## src/rtl/branch_predictor_pkg.sv

```systemverilog
`default_nettype none
// +----------------------------------------------------------------------+
// | branch_predictor_pkg : shared fetch/predictor constants and FSM enc. |
// | Revision: 1.0                                                        |
// +----------------------------------------------------------------------+
package branch_predictor_pkg;

  localparam int DBITS          = 32;
  localparam int INSTSIZE       = 4;
  localparam int BRANCHPREDBITS = 4;

  typedef enum logic [0:0] {
    ST_CLEAR = 1'b0,
    ST_READY = 1'b1
  } bp_state_e;

endpackage
`default_nettype wire

```

## src/rtl/branch_predictor_sat_counter.sv

```systemverilog
`default_nettype none
// +----------------------------------------------------------------------+
// | sat_counter : up/down counter clamped at 0 and all-ones, with load.  |
// | Revision: 1.0                                                        |
// +----------------------------------------------------------------------+
module sat_counter #(
  parameter int WIDTH = 16
) (
  input  logic             clk,
  input  logic             RESET_N,
  input  logic             inc,
  input  logic             dec,
  input  logic             load,
  input  logic [WIDTH-1:0] loadval,
  output logic [WIDTH-1:0] count
);

  localparam logic [WIDTH-1:0] c_max = '1;

  logic [WIDTH-1:0] r_count;

  always_ff @(posedge clk or negedge RESET_N) begin
    if (!RESET_N) begin
      r_count <= '0;
    end else if (load) begin
      r_count <= loadval;
    end else if (inc && !dec && (r_count != c_max)) begin
      r_count <= r_count + WIDTH'(1);
    end else if (dec && !inc && (r_count != '0)) begin
      r_count <= r_count - WIDTH'(1);
    end
  end

  assign count = r_count;

endmodule
`default_nettype wire

```

## src/rtl/branch_predictor.sv

```systemverilog
`default_nettype none
// +----------------------------------------------------------------------+
// | branch_predictor : direct-mapped BTB with 2-bit counters and stats.  |
// | Revision: 1.0                                                        |
// +----------------------------------------------------------------------+
module branch_predictor
  import branch_predictor_pkg::*;
#(
  parameter int DBITS     = branch_predictor_pkg::DBITS,
  parameter int INDEXBITS = BRANCHPREDBITS,
  parameter int TAGBITS   = 8,
  parameter int CNTBITS   = 2,
  parameter int STATBITS  = 16,
  parameter int INSTSIZE  = branch_predictor_pkg::INSTSIZE
) (
  input  logic                clk,
  input  logic                RESET_N,
  input  logic                flush_req,
  input  logic [DBITS-1:0]    pc_F,
  output logic [DBITS-1:0]    pcpred_F,
  output logic                hit_F,
  input  logic                upd_valid,
  input  logic [DBITS-1:0]    upd_pc,
  input  logic                upd_isjump,
  input  logic                upd_taken,
  input  logic [DBITS-1:0]    upd_target,
  input  logic                upd_mispred,
  output logic                busy,
  output logic [STATBITS-1:0] stat_branches,
  output logic [STATBITS-1:0] stat_mispred
);

  localparam int                   c_entries  = 1 << INDEXBITS;
  localparam logic [CNTBITS-1:0]   c_cnt_max  = '1;
  localparam logic [CNTBITS-1:0]   c_cnt_weak = c_cnt_max ^ (c_cnt_max >> 1);
  localparam logic [INDEXBITS-1:0] c_last_idx = '1;

  logic                r_valid  [0:c_entries-1];
  logic [TAGBITS-1:0]  r_tag    [0:c_entries-1];
  logic [DBITS-1:0]    r_target [0:c_entries-1];
  logic [CNTBITS-1:0]  r_cnt    [0:c_entries-1];

  bp_state_e            r_state;
  bp_state_e            w_state_nxt;
  logic [INDEXBITS-1:0] r_clr_idx;
  logic [INDEXBITS-1:0] w_clr_idx_nxt;
  logic                 w_ready;

  always_ff @(posedge clk or negedge RESET_N) begin
    if (!RESET_N) begin
      r_state   <= ST_CLEAR;
      r_clr_idx <= '0;
    end else begin
      r_state   <= w_state_nxt;
      r_clr_idx <= w_clr_idx_nxt;
    end
  end

  always_comb begin
    w_state_nxt   = r_state;
    w_clr_idx_nxt = r_clr_idx;
    if (flush_req) begin
      w_state_nxt   = ST_CLEAR;
      w_clr_idx_nxt = '0;
    end else if (r_state == ST_CLEAR) begin
      w_clr_idx_nxt = r_clr_idx + INDEXBITS'(1);
      if (r_clr_idx == c_last_idx) begin
        w_state_nxt = ST_READY;
      end
    end
  end

  assign w_ready = (r_state == ST_READY);
  assign busy    = !w_ready;

  // Fetch-side lookup reads the arrays before any same-cycle write lands.
  logic [INDEXBITS-1:0] w_f_idx;
  logic [TAGBITS-1:0]   w_f_tag;
  logic                 w_f_hit;

  assign w_f_idx  = pc_F[INDEXBITS+1:2];
  assign w_f_tag  = pc_F[INDEXBITS+TAGBITS+1:INDEXBITS+2];
  assign w_f_hit  = w_ready && r_valid[w_f_idx] && (r_tag[w_f_idx] == w_f_tag);
  assign hit_F    = w_f_hit;
  assign pcpred_F = (w_f_hit && r_cnt[w_f_idx][CNTBITS-1]) ? r_target[w_f_idx]
                                                            : pc_F + DBITS'(INSTSIZE);

  logic [INDEXBITS-1:0] w_u_idx;
  logic [TAGBITS-1:0]   w_u_tag;
  logic                 w_u_hit;
  logic                 w_upd_ok;
  logic [CNTBITS-1:0]   w_cnt_old;
  logic [CNTBITS-1:0]   w_cnt_step;
  logic [CNTBITS-1:0]   w_cnt_new;
  logic                 w_wr_en;
  logic                 w_wr_target;
  logic                 w_unused_upd_pc;

  assign w_u_idx         = upd_pc[INDEXBITS+1:2];
  assign w_u_tag         = upd_pc[INDEXBITS+TAGBITS+1:INDEXBITS+2];
  assign w_u_hit         = r_valid[w_u_idx] && (r_tag[w_u_idx] == w_u_tag);
  assign w_upd_ok        = upd_valid && w_ready && !flush_req;
  assign w_cnt_old       = r_cnt[w_u_idx];
  assign w_unused_upd_pc = ^{upd_pc[1:0], upd_pc[DBITS-1:INDEXBITS+TAGBITS+2]};

  // Combinational twin of sat_counter for the per-entry confidence.
  always_comb begin
    w_cnt_step = w_cnt_old;
    if (upd_taken) begin
      if (w_cnt_old != c_cnt_max) w_cnt_step = w_cnt_old + CNTBITS'(1);
    end else begin
      if (w_cnt_old != '0) w_cnt_step = w_cnt_old - CNTBITS'(1);
    end
  end

  always_comb begin
    w_wr_en     = 1'b0;
    w_wr_target = 1'b0;
    w_cnt_new   = w_cnt_old;
    if (w_upd_ok) begin
      if (upd_isjump) begin
        w_wr_en     = 1'b1;
        w_wr_target = 1'b1;
        w_cnt_new   = c_cnt_max;
      end else if (w_u_hit) begin
        w_wr_en     = 1'b1;
        w_wr_target = upd_taken;
        w_cnt_new   = w_cnt_step;
      end else if (upd_taken) begin
        w_wr_en     = 1'b1;
        w_wr_target = 1'b1;
        w_cnt_new   = c_cnt_weak;
      end
    end
  end

  // Entry storage has no reset; the CLEAR walk is the only invalidation path.
  always_ff @(posedge clk) begin
    if (r_state == ST_CLEAR) begin
      r_valid[r_clr_idx] <= 1'b0;
    end else if (w_wr_en) begin
      r_valid[w_u_idx] <= 1'b1;
      r_tag[w_u_idx]   <= w_u_tag;
      r_cnt[w_u_idx]   <= w_cnt_new;
      if (w_wr_target) begin
        r_target[w_u_idx] <= upd_target;
      end
    end
  end

  sat_counter #(
    .WIDTH (STATBITS)
  ) u_stat_branches (
    .clk     (clk),
    .RESET_N (RESET_N),
    .inc     (w_upd_ok),
    .dec     (1'b0),
    .load    (flush_req),
    .loadval ({STATBITS{1'b0}}),
    .count   (stat_branches)
  );

  sat_counter #(
    .WIDTH (STATBITS)
  ) u_stat_mispred (
    .clk     (clk),
    .RESET_N (RESET_N),
    .inc     (w_upd_ok && upd_mispred),
    .dec     (1'b0),
    .load    (flush_req),
    .loadval ({STATBITS{1'b0}}),
    .count   (stat_mispred)
  );

endmodule
`default_nettype wire

```

## config.mk

```make
export PLATFORM = sky130hd
export DESIGN_NAME = branch_predictor
export DESIGN_NICKNAME = d
export VERILOG_FILES = /design/src/rtl/branch_predictor_pkg.sv /design/src/rtl/branch_predictor_sat_counter.sv /design/src/rtl/branch_predictor.sv
export SDC_FILE = /design/constraint.sdc
export NUM_CORES = 1
export LEC_CHECK = 0
export CAP_MARGIN = 20
export CORE_MARGIN = 1.5
export CORE_UTILIZATION = 40
export CTS_CLUSTER_SIZE = 30
export DETAILED_ROUTE_END_ITERATION = 6
export PLACE_DENSITY = 0.62
export SETUP_SLACK_MARGIN = 0.02
export SLEW_MARGIN = 20
export SYNTH_ARGS = -nofsm -noshare
export SYNTH_HDL_FRONTEND = slang
export SYNTH_SLANG_ARGS = --single-unit
```

## constraint.sdc

```tcl
create_clock -name clk -period 5.5 [get_ports clk]
set_clock_uncertainty 0.15 [all_clocks]
set_input_delay 0.825 -clock clk [delete_from_list [all_inputs] [get_ports clk]]
set_output_delay 0.825 -clock clk [all_outputs]
set_load 0.1 [all_outputs]
```

### Word-level counts from Yosys, hierarchy flattened

Memories as Yosys holds them, arrays and structs flattened.
Index checks and enable logic that the tools add are counted.

* bits in writable memories: 688
* logic and storage cells: 71
* flip-flop bits (word level): 37
* input bits: 103
* memories kept: 4

* muxes and demuxes: 35
* reductions and logical operators: 15
* equal/unequal tests: 7
* add/sub/neg operators: 6

Memories
* r_target: words 16, width 32, rd ports 1, clocked after memory_dff 0, write ports 1, line branch_predictor.sv:40 `logic [DBITS-1:0] r_target [0:c_entries-1];`
* r_tag: words 16, width 8, rd ports 2, clocked after memory_dff 0, write ports 1, line branch_predictor.sv:39 `logic [TAGBITS-1:0] r_tag [0:c_entries-1];`
* r_cnt: words 16, width 2, rd ports 2, clocked after memory_dff 0, write ports 1, line branch_predictor.sv:41 `logic [CNTBITS-1:0] r_cnt [0:c_entries-1];`
* r_valid: words 16, width 1, rd ports 2, clocked after memory_dff 0, write ports 1, line branch_predictor.sv:38 `logic r_valid [0:c_entries-1];`

Operators by type and width (number)
* $mux 16: 4
* $add 16x1->16 const B: 2
* $add 32x3->32 const B: 1
* $mux 32: 1
* $ne 16x16->1 const B: 2
* $mux 1: 20
* $eq 8x8->1: 2
* $mux 2: 7
* $mux 4: 3
* $logic_and 1x1->1: 9
* $reduce_bool 2->1: 3
* $add 4x1->4 const B: 1
* $eq 4x4->1 const B: 1
* $ne 2x2->1 const B: 2
* $add 2x1->2 const B: 1
* $logic_not 1->1: 2
* $sub 2x1->2 const B: 1
* $reduce_or 1->1: 1

### Depth between registers and ports, before layout

An unclocked memory read counts as a cell.

* depth in word-level cells: 11
* gate-level depth with buffers: 12

### Modules after synthesis

A second synthesis with hierarchy kept.

* cells, all modules: 1753
* area total of the unflattened synthesis: 32287.2 µm²

By module, submodules not included
* branch_predictor: instances 1, seq. area each 20784.9 µm², cells each 1385, area an instance 29086.6 µm²
* sat_counter: instances 2, seq. area each 400.4 µm², cells each 184, area an instance 1600.3 µm²

### Worst setup path before layout

Ideal clock, no wire load.

* kind: input -> output
* start point: input port pc_F[3]
* end point: output port pcpred_F[2]
* data arrival time: 5.822 ns
* path slack: -1.297 ns
* stages: 10
* path through: buf_2 > buf_1 > clkbuf_1 > mux4_2 > mux4_2 > xor2_1 > nor4_4 > nand2_2 > buf_6 > mux2i_1

* word-level cells in the longest chain between the ends: 5
* elaborated cells between the ends (all ways): 9
* those cells by class: 1 x eq/ne; 1 x mux; 3 x reduce/logical; 4 x memory

Ends and longest elaborated chain
* from (decl): line branch_predictor.sv:19 `input logic [DBITS-1:0] pc_F,`
* $mem_v2 16x8 or $mem_v2 16x1 (tied branches)
* $eq 8x8->1 or $logic_and 1x1->1 (tied branches): line branch_predictor.sv:83 `assign w_f_hit = w_ready && r_valid[w_f_idx] && (r_tag[w_f_idx] == w_f_tag);`
* $logic_and 1x1->1 *: line branch_predictor.sv:83
* net hit_F: line branch_predictor.sv:21 `output logic hit_F,`
* $logic_and 1x1->1 *: line branch_predictor.sv:85 `assign pcpred_F = (w_f_hit && r_cnt[w_f_idx][CNTBITS-1]) ? r_target[w_f_idx]`
* $mux 32 *: line branch_predictor.sv:85
* to (decl): line branch_predictor.sv:20 `output logic [DBITS-1:0] pcpred_F,`

The timed path passes the listed nets; every way through them passes the cells marked *.

### Final worst setup path

* start point: input port pc_F[2]
* end point: output port pcpred_F[18]

* word-level cells in the longest chain between the ends: 5
* elaborated cells between the ends (all ways): 10
* those cells by class: 1 x add/sub; 1 x eq/ne; 1 x mux; 3 x reduce/logical; 4 x memory

Ends and longest elaborated chain (line)
* $mem_v2 16x8 or $mem_v2 16x1 (tied branches)
* $eq 8x8->1 or $logic_and 1x1->1 (tied branches): branch_predictor.sv:83
* $logic_and 1x1->1: branch_predictor.sv:83
* $logic_and 1x1->1: branch_predictor.sv:85
* $mux 32 *: branch_predictor.sv:85

Mark *: on every way between the ends. The rest lies on a longest branch, timed or not.

==> metrics.csv <==
metric;value;unit
Synth Register Bits;725;
layout cells sized above 1;30.1;%
Syn Area/Cell;20.4;um^2
Port-buffer cells;148;
max cap viols;0;
Finished Cell Area;36600;um^2
clock transition at the registers of the reported paths;0.07;ns
Overflow after GRT;0;
Arr. time, crit path;4.19;ns
DRC viols;0;
Clock Tree Buf Depth;3;
most common cell after layout, fill and taps aside;edfxtp_1;
worst path bufs/invs;5;
CTS buffer count;75;
nets;1825;
Tot GR Track Use;18.7;%
pre-CTS setup slack;0.282;ns
root buffer cell;clkbuf_16;
drt wl/cell;25.9;um
slew margin rel.;31.9;%
worst slew pin tran;1.02;ns
Worst setup SP type;input pin;
DR pass1 iterations;5;
die height;280;um
post-CTS sizing;0;
Initial Utilization;40.4;%
Worst-Skew Late Latency;0.62;ns
vias per cell;5.59;
Sum Neg Setup Slack;0;ns
first-pass GRT wire length;108;mm
cell breakdown of the critical path;buf_8 > buf_4 > buf_4 > mux4_2 > mux4_2 > xor2_1 > nor4_4 > nand2_2 > buf_12 > mux2_4 > buf_12;
Async SR Flop Fraction;5.10;%
Synth Net Count;1606;
Primary FF master, synth;edfxtp_1;
cell family with most CP delay;multiplexers;
LEAKAGE;11.9;nW
most frequent cells in the layout;688 x edfxtp_1, 245 x mux4_2, 108 x clkdlybuf4s50_1;
total number of yosys warnings;0;
EDFF count, synth;688;
slowest cell on the critical path;mux4_2;
initial antenna violation count;4;
vias in the first global route;16586;
Sink Count;725;
unrepaired setup endpoints after global routing;false;
GPL Wtd Cong;0.805;
fill count;6174;
placed inst area;34000;um^2
hold buffer count at cts;0;
fmax;0.194;GHz
slowest stage delay, CP;0.53;ns
die width;280;um
register area share after synthesis;70.5;%
Synth Cell Area;30600;um^2
Vias;15398;
status;finished clean;
DPL Wire Length;43.6;mm
Worst VDD drop;0.233;mV
largest net degree at the start of global routing;55;
CTS tree;built;
core area;75800;um^2
standard-cell rows;101;
Setup WS post-layout;0.337;ns
H-tree depth;3;
IO Pins;169;
Die Area;78200;um^2
Worst Path Max Fanout;24;
post-synthesis instance total;1499;
final cycle utilization of the critical path;93.9;%
Final Slew Violations;0;
DR iter-0 viols;1247;
power per cell area;333;nW/um^2
endpoints failing setup;0;
Area Growth Syn to Fin;19.7;%
# diodes;0;
Detail Route Antenna Nets;0;
WHS;0.163;ns
kind of end point of the critical path;primary output;
Hold Path Class;in -> async;
Worst Path Required;4.53;ns
post-synth cell types;55;
crit path time final;5.16;ns
Post-CTS Setup Repair Bufs;0;
Fin. Hold Viols;0;
detailed-route wire length;71.5;mm
WS Path Type;in -> out;
==> path summary, 6_finish.rpt <==
path	from	to	slack, ns	cells after the start
worst min register to register	u_stat_branches.count[0]$_DFFE_PN0P_	u_stat_branches.count[0]$_DFFE_PN0P_	0.40	1
worst max-delay path	pc_F[2]	pcpred_F[18]	0.34	11
worst max register to register	r_tag[11][3]$_DFFE_PP_	r_tag[1][1]$_DFFE_PP_	1.60	9
min in group clk	u_stat_branches.count[0]$_DFFE_PN0P_	u_stat_branches.count[0]$_DFFE_PN0P_	0.40	1
worst min-delay path	RESET_N	u_stat_mispred.count[8]$_DFFE_PN0P_	0.16	1
max in group asynchronous	RESET_N	r_clr_idx[0]$_DFFE_PN0P_	4.50	1
==> cells by family (layout without fill, tap and decap cells) <==
| logic type | after synthesis | in the layout | share of synthesized area [%] |
|---|---|---|---|
| and+or+nand+nor | 225 | 225 | 3.67 |
| adders and majority gates | 5 | 5 | 0.196 |
| buffers and inverters | 100 | 380 | 1.47 |
| DFF | 725 | 725 | 70.5 |
| AOI/OAI and AO/OA | 65 | 65 | 1.53 |
| muxes | 301 | 301 | 20.4 |
| xor gates and xnor gates | 78 | 78 | 2.23 |
==> cells in the mapped netlist, types with 3 or more instances <==
cell      number  area share [%]
o21ai_0        7            0.11
dfrtp_1       37             3.0
a221oi_1       4            0.11
nor4_1         3           0.061
nand2_1       37            0.45
or2_2          6            0.12
xnor2_1       32            0.92
a41oi_1        3           0.086
nand2b_1      13            0.27
a21oi_1       17            0.28
mux2i_1       20            0.65
o22ai_1        3           0.061
xor2_1        46             1.3
nor2_1        73            0.90
and2_1         6            0.12
buf_1         21            0.26
or3_1          6            0.12
buf_6          5            0.18
o32ai_1        8            0.23
nand3_1       28            0.46
nor3_1        11            0.18
a31oi_1        3           0.061
clkbuf_1      35            0.43
and4_1         5            0.14
nor2b_1        7            0.14
inv_1         17            0.21
mux4_2       245              18
nand4_1       14            0.29
edfxtp_1     688              68
ha_1           4            0.16
mux2_2         7            0.26
mux2_4        29             1.4
and3_1         6            0.12
a22oi_1        5            0.12
buf_4          4           0.098
buf_2         18            0.29
==> metal layers <==
layer,vias up,GRT usage (%),wire length (um),part of all wire [%]
li1,6677,-,-,-
met1,8164,25.9,30500,43
met2,450,30.9,35800,50
met3,99,2.99,3940,5.5
met4,8,4.92,1250,1.7
met5,-,0,39,0.055
==> report_power, final <==
part / internal [mW] / leakage [nW] / switching, mW
combinational: 0.355 / 3.95 / 0.458
clock: 3.23 / 1.27 / 2.10
sequential: 6.05 / 6.71 / 0.00486
total: 9.63 / 11.9 / 2.56
==> cell type report <==
type	count	area (um^2)	share of cell area (%)
sequential	725	21600	58.9
clock buffer	98	2070	5.64
multi-input combinational	674	8700	23.7
timing repair buffer	225	2460	6.72
clock inverter	40	539	1.47
tap	978	1220	3.34
inverter	17	63.8	0.174
==> sequential cells by signal (all words and copies together) (netlist names) <==
signal / flops
r_target: 512
r_state: 1
u_stat_branches.count: 16
r_cnt: 32
r_clr_idx: 4
r_tag: 128
u_stat_mispred.count: 16
r_valid: 16
==> through the flow <==
stage	utilization, %	power [mW]	std cells
3_3_place_gp	44.9	6.98	2619
2_1_floorplan	-	6.66	1499
4_1_cts	48.3	12.3	2757
6_report	48.3	12.2	2757
3_5_place_dp	44.9	6.99	2619
5_1_grt	48.3	12.6	2757
No activity file was read; power rests on OpenSTA's default activity.
